`src/rtl/fsb_master.sv`:
```
`timescale 1ns/1ps
`default_nettype none
// ============================================================================
// Module      : fsb_master
// Description : Single-outstanding FSB bus master (IDLE/T1/T2/RESP), bridging
//               a valid/ready request port to an FSB target. Optional T2
//               timeout is enabled with macro FSB_MASTER_TIMEOUT_EN.
// Revision    : 1.0 - initial release
// ============================================================================
module fsb_master #(
    parameter int FSB_ADDR_WIDTH = 32,
    parameter int FSB_DATA_WIDTH = 32,
    parameter int TIMEOUT_CYCLES = 255
) (
    input  logic                      clk,
    input  logic                      rst,
    input  logic                      req_valid,
    output logic                      req_ready,
    input  logic [FSB_ADDR_WIDTH-3:0] req_addr,
    input  logic [FSB_DATA_WIDTH-1:0] req_wdata,
    input  logic [3:0]                req_nbe,
    input  logic                      req_w_nr,
    input  logic                      req_m_nio,
    input  logic                      req_d_nc,
    output logic                      rsp_valid,
    output logic [FSB_DATA_WIDTH-1:0] rsp_rdata,
    output logic                      rsp_error,
    output logic [FSB_ADDR_WIDTH-3:0] FSB_addr,
    output logic [FSB_DATA_WIDTH-1:0] FSB_data_o,
    input  logic [FSB_DATA_WIDTH-1:0] FSB_data_i,
    output logic [3:0]                FSB_NBE,
    output logic                      FSB_W_NR,
    output logic                      FSB_M_NIO,
    output logic                      FSB_D_NC,
    output logic                      FSB_NADS,
    input  logic                      FSB_NRDY
);

    localparam int C_LANE_W = FSB_DATA_WIDTH / 4;

    typedef enum logic [1:0] {
        S_IDLE = 2'd0,
        S_T1   = 2'd1,
        S_T2   = 2'd2,
        S_RESP = 2'd3
    } state_t;

    state_t r_state;
    state_t w_next;

    logic                      w_accept;
    logic                      w_null;
    logic                      w_done;
    logic                      w_timeout;
    logic                      w_limit;
    logic                      w_bus;

    logic [3:0]                r_nbe;
    logic                      r_w_nr;
    logic                      r_m_nio;
    logic                      r_d_nc;
    logic [FSB_ADDR_WIDTH-3:0] r_fsb_addr;
    logic [FSB_DATA_WIDTH-1:0] r_fsb_data;
    logic [FSB_DATA_WIDTH-1:0] r_rdata;
    logic [FSB_DATA_WIDTH-1:0] w_wmask;
    logic [FSB_DATA_WIDTH-1:0] w_rmask;

    // Byte-lane masks: a lane is kept only when its active-low enable is 0.
    for (genvar gi = 0; gi < 4; gi++) begin : g_lane
        assign w_wmask[gi*C_LANE_W +: C_LANE_W] = {C_LANE_W{~req_nbe[gi]}};
        assign w_rmask[gi*C_LANE_W +: C_LANE_W] = {C_LANE_W{~r_nbe[gi]}};
    end

    assign w_null = (req_nbe == 4'hF);

    always_comb begin
        w_next    = r_state;
        w_accept  = 1'b0;
        w_done    = 1'b0;
        w_timeout = 1'b0;
        case (r_state)
            S_IDLE: begin
                if (req_valid) begin
                    w_accept = 1'b1;
                    w_next   = w_null ? S_RESP : S_T1;
                end
            end
            S_T1: begin
                w_next = S_T2;
            end
            S_T2: begin
                // Target ready wins over a simultaneous timeout.
                if (!FSB_NRDY) begin
                    w_done = 1'b1;
                    w_next = S_RESP;
                end else if (w_limit) begin
                    w_timeout = 1'b1;
                    w_next    = S_RESP;
                end
            end
            S_RESP: begin
                w_next = S_IDLE;
            end
            default: begin
                w_next = S_IDLE;
            end
        endcase
    end

    always_ff @(posedge clk) begin
        if (rst) begin
            r_state    <= S_IDLE;
            r_nbe      <= 4'hF;
            r_w_nr     <= 1'b0;
            r_m_nio    <= 1'b0;
            r_d_nc     <= 1'b0;
            r_fsb_addr <= '0;
            r_fsb_data <= '0;
            r_rdata    <= '0;
        end else begin
            r_state <= w_next;
            if (w_accept) begin
                r_nbe   <= req_nbe;
                r_w_nr  <= req_w_nr;
                r_m_nio <= req_m_nio;
                r_d_nc  <= req_d_nc;
                if (w_null) begin
                    r_rdata <= '0;
                end else begin
                    // Bus-facing address/data only move when a real bus cycle starts.
                    r_fsb_addr <= req_addr;
                    if (req_w_nr) begin
                        r_fsb_data <= req_wdata & w_wmask;
                    end
                end
            end
            if (w_done) begin
                r_rdata <= r_w_nr ? '0 : (FSB_data_i & w_rmask);
            end
            if (w_timeout) begin
                r_rdata <= '0;
            end
        end
    end

`ifdef FSB_MASTER_TIMEOUT_EN
    localparam logic [8:0] C_LIMIT = 9'(TIMEOUT_CYCLES);

    logic [7:0] r_cnt;
    logic       r_err;

    // Counter holds the number of NRDY-high T2 cycles already elapsed.
    assign w_limit = (({1'b0, r_cnt} + 9'd1) >= C_LIMIT);

    always_ff @(posedge clk) begin
        if (rst) begin
            r_cnt <= 8'd0;
            r_err <= 1'b0;
        end else begin
            if (r_state == S_T1) begin
                r_cnt <= 8'd0;
            end else if ((r_state == S_T2) && FSB_NRDY) begin
                r_cnt <= r_cnt + 8'd1;
            end
            if (w_timeout) begin
                r_err <= 1'b1;
            end else if (w_done || (w_accept && w_null)) begin
                r_err <= 1'b0;
            end
        end
    end

    assign rsp_error = r_err;
`else
    logic [8:0] w_unused_timeout;

    assign w_unused_timeout = 9'(TIMEOUT_CYCLES);
    assign w_limit          = 1'b0;
    assign rsp_error        = 1'b0;
`endif

    assign w_bus      = (r_state == S_T1) || (r_state == S_T2);
    assign req_ready  = (r_state == S_IDLE);
    assign rsp_valid  = (r_state == S_RESP);
    assign rsp_rdata  = r_rdata;
    assign FSB_NADS   = (r_state != S_T1);
    assign FSB_NBE    = w_bus ? r_nbe : 4'hF;
    assign FSB_W_NR   = w_bus & r_w_nr;
    assign FSB_M_NIO  = w_bus & r_m_nio;
    assign FSB_D_NC   = w_bus & r_d_nc;
    assign FSB_addr   = r_fsb_addr;
    assign FSB_data_o = r_fsb_data;

endmodule
`default_nettype wire

```
`config.mk`:
```
export PLATFORM = sky130hd
export DESIGN_NAME = fsb_master
export DESIGN_NICKNAME = d
export VERILOG_FILES = /design/src/rtl/fsb_master.sv
export SDC_FILE = /design/constraint.sdc
export NUM_CORES = 1
export LEC_CHECK = 0
export BUFFER_PORTS_ARGS = -buffer_cell sky130_fd_sc_hd__buf_4
export CAP_MARGIN = 10
export CORE_MARGIN = 5
export CORE_UTILIZATION = 35
export DETAILED_ROUTE_END_ITERATION = 10
export PLACE_DENSITY = 0.74
export SLEW_MARGIN = 40
export SYNTH_ARGS = -nofsm -noshare
export SYNTH_HDL_FRONTEND = slang
export SYNTH_SLANG_ARGS = --single-unit
```
`constraint.sdc`:
```
create_clock -name clk -period 2.17 [get_ports clk]
set_input_delay 0.434 -clock clk [delete_from_list [all_inputs] [get_ports clk]]
set_output_delay 0.434 -clock clk [all_outputs]
set_load 0.1 [all_outputs]
```
Yosys cells after proc, flatten, opt, wreduce, memory -nomap -nowiden
Index checks and enable logic that the tools add are counted.
- bits of input ports: 105
- register bits after elaboration: 103
- logic and storage cells: 50
- equality and inequality tests: 7
- muxes and demuxes: 13
- reductions and logical operators: 8
- bitwise gates (word level): 14
- operators by type and width (cell ; number):
    32-bit 2-to-1 mux ; 4
    32-bit bitwise AND ; 2
    1-bit NOT ; 9
    2-bit one-hot mux with 4 select lines ; 1
    2-bit 2-to-1 mux ; 3
    2-bit AND reduction ; 3
    2-bit == test (second input constant) ; 2
    4-bit == test (second input constant) ; 1
    1-bit 2-to-1 mux ; 4
    4-bit 2-to-1 mux ; 1
    2-bit inequality test (second input constant) ; 2
    2-bit nonzero test ; 2
    1-bit bitwise AND ; 3
    3-bit AND reduction ; 1
    2-bit by 1-bit == test with 1-bit output (second input constant) ; 1
    2-bit logical NOT ; 1
    2-bit by 1-bit inequality test with 1-bit output (second input constant) ; 1
    1-bit logical OR ; 1

Logic depth before layout (Yosys ltp)
Gate-level depths: netlist (run 1).
- depth after elaboration: 4
- mapped depth: 8

Worst setup path before layout (run 1)
Ideal clock, no wire load.
- path kind: reg2reg
- start: register r_state[0]
- end: register r_fsb_addr[0], in the netlist FSB_addr[0]
- period minus slack after synthesis: 2.419 ns
- path buffers: 2
- stages on the path, launching flop included: 8
- library setup time: 0.072 ns
- arrival: 2.348 ns
- path slack: -0.249 ns
- cells stage by stage: dfxtp_1 inv_1 ha_1 buf_2 nand2_1 nor2_1 buf_4 mux2i_1
- word-level cells in the longest chain between the ends: 3
- RTL lines (element ; RTL line ; source):
    start, declared ; 48 ; state_t r_state;
    start signal, assigned ; 121 ; r_state <= w_next;
    2-bit logical NOT ; -- ;
    net req_ready ; 18 ; output logic req_ready,
    1-bit 2-to-1 mux ; 81 ; case (r_state)
    2-bit AND reduction (no source line) ; -- ;
    end signal, assigned ; 131 ; r_fsb_addr <= req_addr;
    end, declared ; 62 ; logic [FSB_ADDR_WIDTH-3:0] r_fsb_addr;
The timed path passes the listed nets, and every way through them passes these cells.
A chain may end at the register's enable or synchronous reset.

Worst setup path after layout (run 1)
- start: register r_state[1]
- end: output FSB_M_NIO
- word-level cells in the longest chain between the ends: 3
- elaborated cells between the ends (all ways): 4
- those cells by class: eq/ne (2); bitwise (1); reduce/logical (1)
- RTL lines (element ; RTL line ; source):
    2-bit by 1-bit == test with 1-bit output / 2-bit == test (equally long branches) ; 182 ; assign w_bus = (r_state == S_T1) || (r_state == S_T2);
    1-bit logical OR * ; 182 ;
    1-bit bitwise AND * ; 189 ; assign FSB_M_NIO = w_bus & r_m_nio;
    end, declared ; 33 ; output logic FSB_M_NIO,
Mark *: on every way between the ends. The rest lies on a longest branch, timed or not.

==> results of run 1 <==
==> cells by family (layout without fill, tap and decap cells) <==
group                    Yosys count  in the layout
AND/OR/NAND/NOR                  121            121
other                              1              1
AO/OA/AOI/OAI                    108            108
flip-flops                       103            103
adder cells (fa/ha/maj)            5              5
multiplexers                      31             31
buffers and inverters             34            235
==> worst max-delay path, stage by stage, from the launching register on <==
cell	delay, ns
dfxtp_1	0.40
inv_1	0.12
ha_4	0.34
and2_1	0.16
buf_6	0.23
==> path summary, 6_finish.rpt <==
kind,start,to,slack [ns],cells after the start
worst max-delay path,r_state[1],FSB_M_NIO,0.14,4
worst max register to register,r_state[0],rsp_rdata[11],0.39,6
worst min-delay path,FSB_data_i[7],rsp_rdata[7],0.30,2
worst min register to register,FSB_data_o[7],FSB_data_o[7],0.47,2
==> cell usage in the layout, fill, tap and decap left out <==
master	n
inv_1	3
nor2_2	4
nand3_2	1
a311oi_1	1
buf_12	2
ha_1	4
and4_4	1
nand3_1	2
buf_6	3
or3b_2	7
clkbuf_8	1
and2_1	3
a211oi_1	1
a211o_1	4
dfxtp_1	103
or3b_1	25
a21oi_1	37
and3_1	4
mux2i_1	31
o21ai_0	32
nand2_1	5
nor2b_1	1
clkinvlp_4	1
clkbuf_16	9
buf_4	211
nand2b_1	65
clkinv_4	2
ha_4	1
a22o_1	32
nor2_1	1
nor2_4	1
or4b_4	1
inv_6	3
a311oi_4	1
conb_1	1
==> cells in the mapped netlist, drive strengths merged <==
cell / number
a211o: 4
a211oi: 1
a21oi: 37
a22o: 32
a311oi: 2
and2: 3
and3: 4
and4: 1
buf: 11
clkbuf: 20
conb: 1
dfxtp: 103
ha: 5
inv: 3
mux2i: 31
nand2: 5
nand2b: 65
nand3: 3
nor2: 6
nor2b: 1
o21ai: 32
or3b: 32
or4b: 1
==> timing repair <==
action / CTS / global route
setup endpoints to repair: 3 / 5
resized for setup: 3 / 1
cloned: 0 / 0
==> layer usage <==
layer / vias to the layer above / global-route usage
li1: 1813 / -
met1: 1687 / 0.191
met2: 119 / 0.275
met3: 10 / 0.0664
met4: 0 / 0.0434
met5: - / 0
==> power breakdown <==
group          total [W]  switching (W)  internal [W]
registers        0.00224       0.000134       0.00211
logic            0.00313        0.00228      0.000851
clock network    0.00155       0.000720      0.000825
==> cell type report <==
class	instances	area [µm²]	area share
flip-flops and latches	103	2060	0.336
clock buffers	10	239	0.0390
clock inverters	6	51.3	0.00836
well taps	143	179	0.0292
multi-input cells	266	1930	0.315
inverters	3	11.3	0.00184
repair buffers	216	1660	0.270
==> flip-flops by register name, summed over array words and instances, names as in the netlist <==
name,flops
r_state,2
rsp_rdata,32
r_m_nio,1
r_nbe,4
r_w_nr,1
FSB_addr,30
FSB_data_o,32
r_d_nc,1
==> through the flow <==
stage,instance area [µm²],setup slack (ns)
finish,6130,0.142
CTS,6120,0.000114
floorplan,4160,0.116
global route,6130,0.0363
global placement,5820,0.405
detailed placement,5820,0.336
==> impl_metrics.toml, run 1 <==
[final_layout]
drive_above_1_share = 0.412
area.growth.synth_to_final_pct = 47.6
post-route-util = 0.533
nFillCells = 1017
final_cells = 747
nets = 709
diodes = 0

[floorplanning]
die_width_um = 119
core_mm2 = 0.0115
initial_utilization = 0.361
rows = 39
dieArea_mm2 = 0.0142
die_height_um = 119
pin_count = 210

[timing]
grt_setup_unrepaired = "false"
timing.final.crit_share = 0.935
hold_ws_ns = 0.296
worstMarginPinSlew_ns = 0.786
slew_violations = 0
hold_viol_final = 0
fmax_ghz = 0.493
skew_ns = 0.00541
finalSetupViolations = 0
layout_min_cycle_time_ns = 2.03
setup_tns_ns = 0
slew_headroom = 0.476

[route]
wl_per_cell_um = 15.6
drtIter0Drc = 196
routed-wl-met3_um = 900
wl_met2_um = 5820
first_pass_iters = 4
vias_per_cell = 4.86
maxUsedRoutingLayer = "met4"
drc_errors = 0
ant_nets = 0
dr_total_vias = 3629
wirelength_um = 11700
wl_met1_um = 4790

[run_status]
status = "finished, final reports clean"

[logic_synthesis]
synth_top_area_frac = 0.496
ys_seq_elements = 103
syn_inst = 403
synthAdderAreaFrac = 0.0151
yosys.area.top_type = "dfxtp_1"
ys_seq_area_frac = 0.496
synth_top_family_by_area = "simple AND/OR/NAND/NOR gates"
synth.avg_cell_area_um2 = 10.3
ys_types = 29
synth_warnings = 0
syn_area_mm2 = 0.00416
yosys.area_share.simple = 0.200
synth.area.mux_share = 0.0747
synth_compound_area_frac = 0.169
ys_top_cells_by_area = "dfxtp_1 50%, nand2b_1 9.8%, mux2i_1 7.5%"
syn_nets = 513
synth_xor_area_frac = 0

[setup_path]
cp_data_arrival_time_ns = 1.59
critPathMaxFanout = 8
crit_type = "register to output pin"
worstPathRequired_ns = 1.74
endpoint_kind = "output pin"
critical_path.startpoint_type = "register"

[cts]
cts_setup_buffers = 0
numCtsBuffers = 9
htreeDepth = 3
clk_pin_slew_ns = 0.07
insertion_delay_ns = 0.34
clock_sinks = 103
root_buffer = "clkbuf_16"
cts_tree = "done"
clockBufferDepth = 2
postCtsHoldBufs = 0

[placement]
io_buffers = 208
dp.cells = 731
finalWeightedCongestion = 0.729
dpl.hpwl_um = 8820

[grt]
grt-ovfl-total = 0
grt_max_degree = 92
antenna_found_initial = 0
first_global_vias = 3630
grt_pass1_wl_um = 18700
track_usage = 0.162

[min_path]
min_path_type = "primary input to register"

[power]
ir_drop_mv = 0.650
p_leak_nw = 2.70
p_total_w = 0.00692
p_per_area_mw_per_mm2 = 1130

[job]
cap_violations = 0
Note: power is estimated with default switching activity, not from simulation.
==> inputs of run 2 (changes only) <==
Settings changed: CTS_BUF_LIST set to sky130_fd_sc_hd__clkbuf_8.
==> run 2 against run 1 <==
Sequential power is essentially flat. Worst hold slack worse by 0.033 ns. Combinational power barely moved. Die area unchanged. Maximum frequency rose by 1.2%. Clock skew grew 0.0019 ns. Global-route usage increased by 0.050 points. Total power down 5.8%. Largest cell class unchanged.
==> impl_metrics.toml, run 2 (synthesized netlist as in run 1, its figures left out) <==
[final_layout]
nFillCells = 1034
drive_above_1_share = 0.416
area.growth.synth_to_final_pct = 45.3
final_cell_mix = "211 x buf_4, 101 x dfxtp_1, 65 x nand2b_1, 37 x a21oi_1"
final_common_cell = "buf_4"
diodes = 0
nets = 709

[setup_path]
r2r-end = "rsp_rdata[29]"
worstReg2RegStart = "r_state[0]"
crit_type = "register to output pin"
critical_path.startpoint_type = "register"
critPathCapture = "FSB_M_NIO"
endpoint_kind = "output pin"
crit_path_start = "r_state[0]"
critPathMaxStageDelay_ns = 0.37
crit_slowest_cell = "dfxtp_2"
crit_chain = "inv_1 -> ha_4 -> and2_1 -> buf_6"
reg2reg_slack_ns = 0.40
worstPathRequired_ns = 1.74
reg2regPathDepth = 5
critPathMaxFanout = 8
cp_data_arrival_time_ns = 1.57

[timing]
finalSetupViolations = 0
layout_min_cycle_time_ns = 2.00
skew_ns = 0.00730
grt_setup_unrepaired = "false"
setup_ws_ns = 0.166
hold_viol_final = 0
slew_violations = 0
slew_headroom = 0.480
timing.final.crit_share = 0.924
fmax_ghz = 0.499
setup_tns_ns = 0
hold_ws_ns = 0.263
worstMarginPinSlew_ns = 0.780

[floorplanning]
die_height_um = 119
dieArea_mm2 = 0.0142
core_mm2 = 0.0115
pin_count = 210
die_width_um = 119
initial_utilization = 0.361
rows = 39

[min_path]
min_path_type = "primary input to register"
hp-start = "FSB_data_i[9]"

[placement]
finalWeightedCongestion = 0.729
pre_cts_ws_ns = 0.336
io_buffers = 208
dpl.hpwl_um = 8820

[cts]
root_buffer = "clkbuf_8"
cts_tree = "done"
insertion_delay_ns = 0.37
clk_pin_slew_ns = 0.10
numCtsBuffers = 9
cts_setup_buffers = 0
clock_sinks = 103
htreeDepth = 3
clockBufferDepth = 2

[power]
ir_drop_mv = 0.562
power.net_switching_w = 0.00309
p_per_area_mw_per_mm2 = 1080
p_seq_frac = 0.344
p_int_w = 0.00343
clock_power_share = 0.175
p_sw_frac = 0.475
p_leak_nw = 2.66
combPwrFrac = 0.481

[route]
wl_per_cell_um = 15.6
dr_total_vias = 3620
drtIter0Drc = 199
drc_errors = 0
wirelength_um = 11700
ant_nets = 0
vias_per_cell = 4.85
first_pass_iters = 4

[job]
cap_violations = 0

[run_status]
status = "finished, final reports clean"

[grt]
grt_max_degree = 92
grt-ovfl-total = 0
track_usage = 0.163
antenna_found_initial = 0
first_global_vias = 3615
grt_pass1_wl_um = 18700
## run 2: cell type report
| type | count | area (µm²) | area share |
|---|---|---|---|
| flip-flops and latches | 103 | 2060 | 0.342 |
| multi-input cells | 266 | 1930 | 0.320 |
| repair buffers | 216 | 1660 | 0.275 |
| well taps | 143 | 179 | 0.0296 |
| clock buffers | 10 | 138 | 0.0228 |
| clock inverters | 6 | 51.3 | 0.00850 |
| inverters | 3 | 11.3 | 0.00186 |
## run 2: how the worst min path moves through the flow
stage	slack, ns	to	cells past startpoint
final	0.26	rsp_rdata[9]	2
after global routing	0.23	rsp_rdata[10]	2
after CTS	0.23	rsp_rdata[9]	2
after detailed placement	0.46	rsp_rdata[24]	1
after global placement	0.46	rsp_rdata[27]	1
after floorplan	0.43	r_d_nc	2
## run 2: what timing repair did
action | in CTS | in global routing
hold buffers | 0 | 0
setup endpoints to repair | 5 | 1
resized for setup | 4 | 3
## run 2: per-stage QoR
step	cell area, µm²	std cells	total power, W	utilization
2_1_floorplan	4160	403	0.00463	-
6_report	6040	747	0.00652	0.524
3_3_place_gp	5820	731	0.00535	0.506
4_1_cts	6030	747	0.00661	0.524
3_5_place_dp	5820	731	0.00540	0.506
5_1_grt	6040	747	0.00684	0.524
## run 2: power groups by stage
| stage | Sequential [W] | Clock, W | Combinational, W |
|---|---|---|---|
| CTS | 0.00224 | 0.00121 | 0.00316 |
| global route | 0.00228 | 0.00129 | 0.00328 |
| floorplan | 0.00342 | 0 | 0.00121 |
| finish | 0.00224 | 0.00114 | 0.00314 |
| global placement | 0.00227 | 0 | 0.00308 |
| detailed placement | 0.00228 | 0 | 0.00312 |
## run 2: metal layers
metal	global-route usage	wire [µm]
met4	0.0413	140
met2	0.275	5860
met3	0.0692	978
met5	0	0
met1	0.191	4690
## run 2: worst max-delay path: cells and delay by family, from the launching register on
kind / cells / cell delay [ns]
buffers and inverters: 2 / 0.33
DFF: 1 / 0.37
and+or+nand+nor: 1 / 0.16
adders and majority gates: 1 / 0.34
